## config.mk

```make
export PLATFORM = sky130hd
export DESIGN_NAME = pipelined_unsigned_multiplier
export DESIGN_NICKNAME = d
export VERILOG_FILES = /design/src/rtl/pipelined_unsigned_multiplier.sv
export SDC_FILE = /design/constraint.sdc
export NUM_CORES = 2
export LEC_CHECK = 0
export ABC_CLOCK_PERIOD_IN_PS = 19600
export CELL_PAD_IN_SITES_DETAIL_PLACEMENT = 1
export CELL_PAD_IN_SITES_GLOBAL_PLACEMENT = 2
export CORE_MARGIN = 3
export CORE_UTILIZATION = 32
export DETAILED_ROUTE_END_ITERATION = 8
export PLACE_DENSITY_LB_ADDON = 0.1
export SYNTH_ARGS = -nofsm -noshare
export SYNTH_HDL_FRONTEND = slang
export SYNTH_SLANG_ARGS = --single-unit
export TNS_END_PERCENT = 1
```

## constraint.sdc

```tcl
create_clock -name clk -period 19.6 [get_ports clk]
set_clock_uncertainty 0.2 [all_clocks]
set_input_delay 3.92 -clock clk [delete_from_list [all_inputs] [get_ports clk]]
set_output_delay 3.92 -clock clk [all_outputs]
set_load 0.02 [all_outputs]
```

## src/rtl/pipelined_unsigned_multiplier.sv

```systemverilog
// Unsigned full-width multiplier with selectable pipeline depth.
// LATENCY=0 is purely combinational, LATENCY=2 registers the operands and then
// the product, and LATENCY=3 adds a stage of registered limb cross-products so
// each multiply maps onto a DSP-sized slice before the final summation.
// in_valid rides alongside the data and never gates it.
module pipelined_unsigned_multiplier #(
   parameter int A_W     = 32,
   parameter int B_W     = 32,
   parameter int LATENCY = 2,
   parameter int LIMB_W  = 16
) (
   input  logic               clk,
   input  logic               rst_n,
   input  logic [A_W-1:0]     dataa,
   input  logic [B_W-1:0]     datab,
   input  logic               in_valid,
   output logic [A_W+B_W-1:0] dataout,
   output logic               out_valid
);

   localparam int P_W = A_W + B_W;

   if (LATENCY == 0) begin : g_lat0

      // Clock and reset have no registers to drive in this configuration.
      logic unused_clk_rst;
      assign unused_clk_rst = clk ^ rst_n;

      // Product settles in the same timestep as the operands.
      always_comb begin
         dataout   = P_W'(dataa) * P_W'(datab);
         out_valid = in_valid;
      end

   end else if (LATENCY == 2) begin : g_lat2

      logic [A_W-1:0] a_q;
      logic [B_W-1:0] b_q;
      logic           v_q;

      // First stage: capture the operand pair and its valid flag.
      always_ff @(posedge clk or negedge rst_n) begin
         if (!rst_n) begin
            a_q <= '0;
            b_q <= '0;
            v_q <= 1'b0;
         end else begin
            a_q <= dataa;
            b_q <= datab;
            v_q <= in_valid;
         end
      end

      // Second stage: full-width product of the registered operands.
      always_ff @(posedge clk or negedge rst_n) begin
         if (!rst_n) begin
            dataout   <= '0;
            out_valid <= 1'b0;
         end else begin
            dataout   <= P_W'(a_q) * P_W'(b_q);
            out_valid <= v_q;
         end
      end

   end else if (LATENCY == 3) begin : g_lat3

      // Operands are zero-padded up to a whole number of limbs.
      localparam int NA    = (A_W + LIMB_W - 1) / LIMB_W;
      localparam int NB    = (B_W + LIMB_W - 1) / LIMB_W;
      localparam int PA_W  = NA * LIMB_W;
      localparam int PB_W  = NB * LIMB_W;
      localparam int PP_W  = 2 * LIMB_W;
      localparam int SUM_W = P_W + 2;

      logic [PA_W-1:0]  a_q;
      logic [PB_W-1:0]  b_q;
      logic             v1_q;
      logic [PP_W-1:0]  pp_q [NA][NB];
      logic             v2_q;
      logic [SUM_W-1:0] sum;
      logic             unused_sum_msbs;

      // The headroom bits of the sum can never be set, so they are dropped.
      assign unused_sum_msbs = ^sum[SUM_W-1:P_W];

      // First stage: capture padded operands and the valid flag.
      always_ff @(posedge clk or negedge rst_n) begin
         if (!rst_n) begin
            a_q  <= '0;
            b_q  <= '0;
            v1_q <= 1'b0;
         end else begin
            a_q  <= PA_W'(dataa);
            b_q  <= PB_W'(datab);
            v1_q <= in_valid;
         end
      end

      // Second stage: every limb-by-limb cross product gets its own register.
      always_ff @(posedge clk or negedge rst_n) begin
         if (!rst_n) begin
            for (int i = 0; i < NA; i++) begin
               for (int j = 0; j < NB; j++) begin
                  pp_q[i][j] <= '0;
               end
            end
            v2_q <= 1'b0;
         end else begin
            for (int i = 0; i < NA; i++) begin
               for (int j = 0; j < NB; j++) begin
                  pp_q[i][j] <= PP_W'(a_q[i*LIMB_W +: LIMB_W]) * PP_W'(b_q[j*LIMB_W +: LIMB_W]);
               end
            end
            v2_q <= v1_q;
         end
      end

      // Shift each cross product to its limb weight and accumulate; the sum is
      // exact modulo 2^SUM_W, which already exceeds the largest possible product.
      always_comb begin
         sum = '0;
         for (int i = 0; i < NA; i++) begin
            for (int j = 0; j < NB; j++) begin
               sum = sum + (SUM_W'(pp_q[i][j]) << ((i + j) * LIMB_W));
            end
         end
      end

      // Third stage: register the summed product.
      always_ff @(posedge clk or negedge rst_n) begin
         if (!rst_n) begin
            dataout   <= '0;
            out_valid <= 1'b0;
         end else begin
            dataout   <= sum[P_W-1:0];
            out_valid <= v2_q;
         end
      end

   end else begin : g_bad

      $error("pipelined_unsigned_multiplier: LATENCY must be 0, 2 or 3");

      logic unused_inputs;
      assign unused_inputs = clk ^ rst_n ^ (^dataa) ^ (^datab);

      // Unsupported depth: drive benign constants so the netlist stays well formed.
      always_comb begin
         dataout   = '0;
         out_valid = in_valid;
      end

   end

endmodule

```

# Word-level counts from Yosys, hierarchy flattened
# Cells that the tools add are included.
dict set report word_totals {
  register_bits 130
  in_bits 67
  out_inout_bits 65
}
dict set report op_classes {
  mul 1
}
# operator n
set op_table {}
lappend op_table {{32-bit by 32-bit multiplier with 64-bit output} 1}

# Depth between registers and ports, before layout
dict set report logic_depth {
  depth_word 1
  mapped_depth 29
}

# Least setup slack after synthesis
# Ideal clock, no wire load.
dict set report synth_path {
  kind {register -> register}
  startpoint {register g_lat2.b_q[9]}
  endpoint {register dataout[60]}
  synth_period_minus_slack_ns 7.765
  slack_ns 11.835
  setup_ns 0.127
  path_stages_with_launch 27
  arrival_ns 7.438
  cell_sequence {dfrtp_1 > clkbuf_1 > nand2_1 > fa_1 > inv_1 > fa_1 > inv_1 > fa_1 > inv_1 > fa_1 > fa_1 > fa_1 > fa_1 > inv_1 > fa_1 > inv_1 > ha_1 > and3_1 > and3_2 > and2_4 > a2111o_1 > a32oi_1 > a31oi_1 > a221o_1 > a221oi_1 > o21ai_1 > xor2_1}
}
dict set report synth_via {
  elab_chain_len 1
}
# element line
set synth_lines {}
lappend synth_lines {{from (decl)} 38} ;# logic [B_W-1:0] b_q;
lappend synth_lines {{from (signal assigned)} 49} ;# b_q <= datab;
lappend synth_lines {{32-bit by 32-bit multiplier with 64-bit output} 60} ;# dataout <= P_W'(a_q) * P_W'(b_q);
lappend synth_lines {{to (signal assigned)} 60}
lappend synth_lines {{to (decl)} 17} ;# output logic [A_W+B_W-1:0] dataout,
# Every way passes these cells.

# Worst setup path after layout
dict set report layout_path {
  startpoint {register g_lat2.a_q[26]}
  endpoint {register dataout[60]}
}
dict set report layout_via {
  elab_chain_len 1
}
# element line
set layout_lines {}
lappend layout_lines {{from (decl)} 37} ;# logic [A_W-1:0] a_q;
lappend layout_lines {{from (signal assigned)} 48} ;# a_q <= dataa;
lappend layout_lines {{32-bit by 32-bit multiplier with 64-bit output} 60}
# Every way passes these cells.

==> results.md <==
- The flow ran to the end, and the final reports show no timing, DRC or antenna violations.
- The number of enable-type register cells in the synthesized netlist is 0.
- In this run, CTS created clock tree buffers numbering 17.
- Together, buffers and inverters on the worst path number 6.
- The final layout contains 5017 nets.
- The largest fanout on the critical path is 32.
- The maximum root-to-sink buffer count is 2.
- The DRC violations left is 0.
- Relative to the synthesized area, the layout overhead comes to 9.21%.
- The number of warnings reported in the yosys synthesis log is 0.
- The count of fill cells added during filler insertion is 12781.
- The largest stage delay on the critical path is 0.92 ns.
- The maximum number of pins on one net before global-route repair is 45.
- The CTS tree is built.
- After clock tree synthesis, the repair step resized 0 gates.
- After global routing the overflow that remains totals 0.
- The later pin in the worst-skew pair is clocked with a latency of 0.56 ns.
- The floorplan step set the die width to 344 um.
- Setup repair after global routing left no endpoint under its margin.
- The required time reported for the critical path endpoint is 19.84 ns.
- The part of the cycle the worst path needs is 48.5%.
- In this run, synthesis produced a sequential element count of 130.
- The library cell contributing the largest single delay on the critical path is sky130_fd_sc_hd__dfrtp_2.
- After synthesis, the share of flip-flops with an asynchronous set or reset is 100%.
- In this run, post-CTS hold repair placed 0 buffers.
- 132 I/O pins were placed.
- The tightest min-delay check is of the reg2reg type.
- The critical path launch point type is a register.
- The transition time of the tightest slew-check pin is 1.03 ns.
- The initial antenna violation count is 4.
- Dividing the detail-routed wire length by the instance count gives 22.1 um.
- In the global route stage, overall resource usage came out at 21.1%.
- The count of nets left with antenna violations once routing finished came out at 0.
- The logic depth of the worst register-to-register path is 26.
- The max capacitance violation total is 0.
- The most used flip-flop cell after synthesis is sky130_fd_sc_hd__dfrtp_1.
- The met1 demand-to-capacity share in global routing is 28.9%.
- The number of H-tree levels is 4.
- The synthesized instance count is 3793.
- Cells fill 35.3% of the core in the end.
- The height of the chip is 344 um.
- The kind of cell adding the most delay to the critical path is adder cells.
- The global routing usage on met2 is 36.3%.
- The detailed router's first-iteration violation count is 854.
- The worst setup slack after layout is 10.10 ns.
- Detailed placement ended at an HPWL of 94000 um.
- In this run the standard cell core region covers 113000 um^2.
- The internal reg-to-reg setup slack is 10.10 ns.
- CTS placed an instance of sky130_fd_sc_hd__clkbuf_16 at the clock tree root.
- The number of iterations in the first detailed-routing pass is 5.
- The routed layout has 24584 vias.
- By startpoint and endpoint, the worst setup path is classified as reg2reg.
- The origin of the critical flop-to-flop path is g_lat2.a_q[26].
- The proportion of layout cells with a drive suffix above 1 is 3.36%.
- The clock transition at the register clock pins on the worst setup and hold paths after CTS is 0.09 ns.
- The count of final hold-check violations is 0.
- After layout, the minimum clock period comes to 9.50 ns.
- The capturing element of the worst setup path is dataout[60].
- The first global-routing pass estimated 184000 um of wire.
- The via density per instance is 4.63.
- The via count of the first global-routing pass is 29020.
- The worst slew margin relative to its limit is 30.7%.
- The netlist area before placement is 36500 um^2.
- The setup slack at placement is 10.04 ns.
- The count of final max-slew check failures is 0.
- The worst setup path startpoint is g_lat2.a_q[26].
- In this run the critical register-to-register path is captured at dataout[60].
- The number of buffers inserted to repair setup after CTS is 0.
- The full die area is 118000 um^2.
- The minimum hold slack is 0.149 ns.
- The worst setup path is captured at a register.
- The global placement routability congestion is 0.820.
- The final setup violation count is 0.
- The routing usage on met3 is 2.46%.
- The number of nets in the synthesized netlist is 5019.
- The number of placement rows is 123.
- In this run the most used layer during global routing was met2.
- The critical path crosses 26 cells after its start point.
- The total clock sinks is 130.
- Sequential elements use 8.91% of the synthesized area.
- The wire length reported by the detailed router is 117000 um.
- The number of buffers added on ports is 131.
- Data on the critical path arrives at its endpoint at 9.74 ns.
- Static timing analysis puts the maximum clock frequency at 105 MHz.
- The netlist uses 71 different library cells.
- After routing, the total negative slack on setup checks comes to 0 ns.
- The synthesized area divided by synthesized cell count is 9.63 um^2.
- The initial cell density of the core is 32.4%.
- By instance count, the cell type seen most on the critical path is sky130_fd_sc_hd__fa_1.
-- per-layer routing --
layer / up-vias / routed length, um
li1: 10946 / -
met1: 13320 / 54100
met2: 261 / 58700
met3: 57 / 2890
met4: 0 / 1550
met5: - / 0
-- worst min path at each step --
| stage | to | start | cells past startpoint |
|---|---|---|---|
| 2_1_floorplan | out_valid | g_lat2.v_q | 0 |
| 6_report | out_valid | g_lat2.v_q | 0 |
| 3_5_place_dp | out_valid | g_lat2.v_q | 0 |
| 5_1_grt | out_valid | g_lat2.v_q | 0 |
| 4_1_cts | out_valid | g_lat2.v_q | 0 |
| 3_3_place_gp | out_valid | g_lat2.v_q | 0 |
-- worst reg2reg max path, stage by stage, from the launching register on --
cell and delay [ns]:
sky130_fd_sc_hd__dfrtp_2 0.92, sky130_fd_sc_hd__and2_1 0.29, sky130_fd_sc_hd__fa_1 0.43, sky130_fd_sc_hd__fa_1 0.58
sky130_fd_sc_hd__inv_1 0.07, sky130_fd_sc_hd__fa_1 0.53, sky130_fd_sc_hd__inv_1 0.05, sky130_fd_sc_hd__fa_1 0.50
sky130_fd_sc_hd__inv_1 0.05, sky130_fd_sc_hd__fa_1 0.41, sky130_fd_sc_hd__inv_1 0.12, sky130_fd_sc_hd__fa_1 0.44
sky130_fd_sc_hd__fa_1 0.50, sky130_fd_sc_hd__inv_1 0.05, sky130_fd_sc_hd__fa_1 0.47, sky130_fd_sc_hd__inv_1 0.04
sky130_fd_sc_hd__ha_1 0.40, sky130_fd_sc_hd__and3_1 0.21, sky130_fd_sc_hd__and3_2 0.28, sky130_fd_sc_hd__and2_4 0.20
sky130_fd_sc_hd__a2111o_1 0.41, sky130_fd_sc_hd__a32oi_1 0.60, sky130_fd_sc_hd__a31oi_1 0.45, sky130_fd_sc_hd__a221o_1 0.50
sky130_fd_sc_hd__a221oi_1 0.41, sky130_fd_sc_hd__o21ai_1 0.13, sky130_fd_sc_hd__xor2_1 0.17
-- area by class of cell --
cell class,count,area [um^2],share of cell area [%]
Sequential cell,130,3270,8.20
Clock inverter,13,125,0.314
Multi-Input combinational cell,2588,29100,73.1
Clock buffer,19,453,1.14
Antenna cell,1,2.50,0.00628
Inverter,861,3230,8.11
Tap cell,1500,1880,4.71
Timing Repair Buffer,193,1780,4.46
-- synthesized netlist by cell type (8+ instances only) --
master	count	area (um^2)
sky130_fd_sc_hd__and2_1	599	3750
sky130_fd_sc_hd__fa_1	896	17900
sky130_fd_sc_hd__clkbuf_1	204	766
sky130_fd_sc_hd__nand4_1	18	113
sky130_fd_sc_hd__inv_1	861	3230
sky130_fd_sc_hd__o21bai_1	9	67.6
sky130_fd_sc_hd__a31oi_1	15	93.8
sky130_fd_sc_hd__ha_1	263	3290
sky130_fd_sc_hd__dfrtp_1	130	3250
sky130_fd_sc_hd__o21ai_0	36	180
sky130_fd_sc_hd__xor2_1	27	236
sky130_fd_sc_hd__nand2_1	473	1780
sky130_fd_sc_hd__nor2_1	31	116
sky130_fd_sc_hd__nand3_1	10	50.1
sky130_fd_sc_hd__a21oi_1	65	325
sky130_fd_sc_hd__xnor2_1	35	307
sky130_fd_sc_hd__and3_1	8	50.1
sky130_fd_sc_hd__a21o_1	32	240
-- per-stage QoR --
stage	instances	area [um^2]
global route	5305	39900
CTS	5304	39900
global placement	5272	39300
floorplan	3793	36500
detailed placement	5272	39300
finish	5305	39900
-- cells in the final DEF, fill, tap and decap left out, types with 3 or more instances in the layout --
cell type / instances
sky130_fd_sc_hd__a211oi_1: 4
sky130_fd_sc_hd__a21o_1: 32
sky130_fd_sc_hd__a21oi_1: 65
sky130_fd_sc_hd__a31oi_1: 15
sky130_fd_sc_hd__and2_1: 599
sky130_fd_sc_hd__and3_1: 8
sky130_fd_sc_hd__buf_4: 62
sky130_fd_sc_hd__clkbuf_16: 17
sky130_fd_sc_hd__clkdlybuf4s50_1: 130
sky130_fd_sc_hd__clkinv_4: 3
sky130_fd_sc_hd__dfrtp_1: 116
sky130_fd_sc_hd__dfrtp_2: 14
sky130_fd_sc_hd__fa_1: 896
sky130_fd_sc_hd__ha_1: 263
sky130_fd_sc_hd__inv_1: 861
sky130_fd_sc_hd__inv_6: 5
sky130_fd_sc_hd__nand2_1: 473
sky130_fd_sc_hd__nand2b_1: 3
sky130_fd_sc_hd__nand3_1: 10
sky130_fd_sc_hd__nand4_1: 18
sky130_fd_sc_hd__nor2_1: 31
sky130_fd_sc_hd__nor2b_1: 3
sky130_fd_sc_hd__nor3_1: 7
sky130_fd_sc_hd__o21a_1: 4
sky130_fd_sc_hd__o21ai_0: 36
sky130_fd_sc_hd__o21ai_1: 4
sky130_fd_sc_hd__o21bai_1: 9
sky130_fd_sc_hd__xnor2_1: 35
sky130_fd_sc_hd__xor2_1: 27
-- logic make-up (layout without fill, tap and decap cells) --
logic type	count (synthesis)	count (layout)	share of synthesized area, %
AO/OA/AOI/OAI	202	202	3.64
XOR/XNOR	62	62	1.49
buffers and inverters	1075	1086	11.3
multiplexers	1	1	0.0274
AND/OR/NAND/NOR	1164	1164	16.5
flip-flops	130	130	8.91
adder cells (fa/ha/maj)	1159	1159	58.1
other	0	1	0
-- flip-flops by register name, summed over array words and instances (netlist names) --
name	flops
g_lat2.v_q	1
g_lat2.a_q	32
dataout	64
out_valid	1
g_lat2.b_q	32
Power is left out: the tool's default activity adds up to more than one toggle a clock period on the data nets, which glitch-free logic cannot reach.
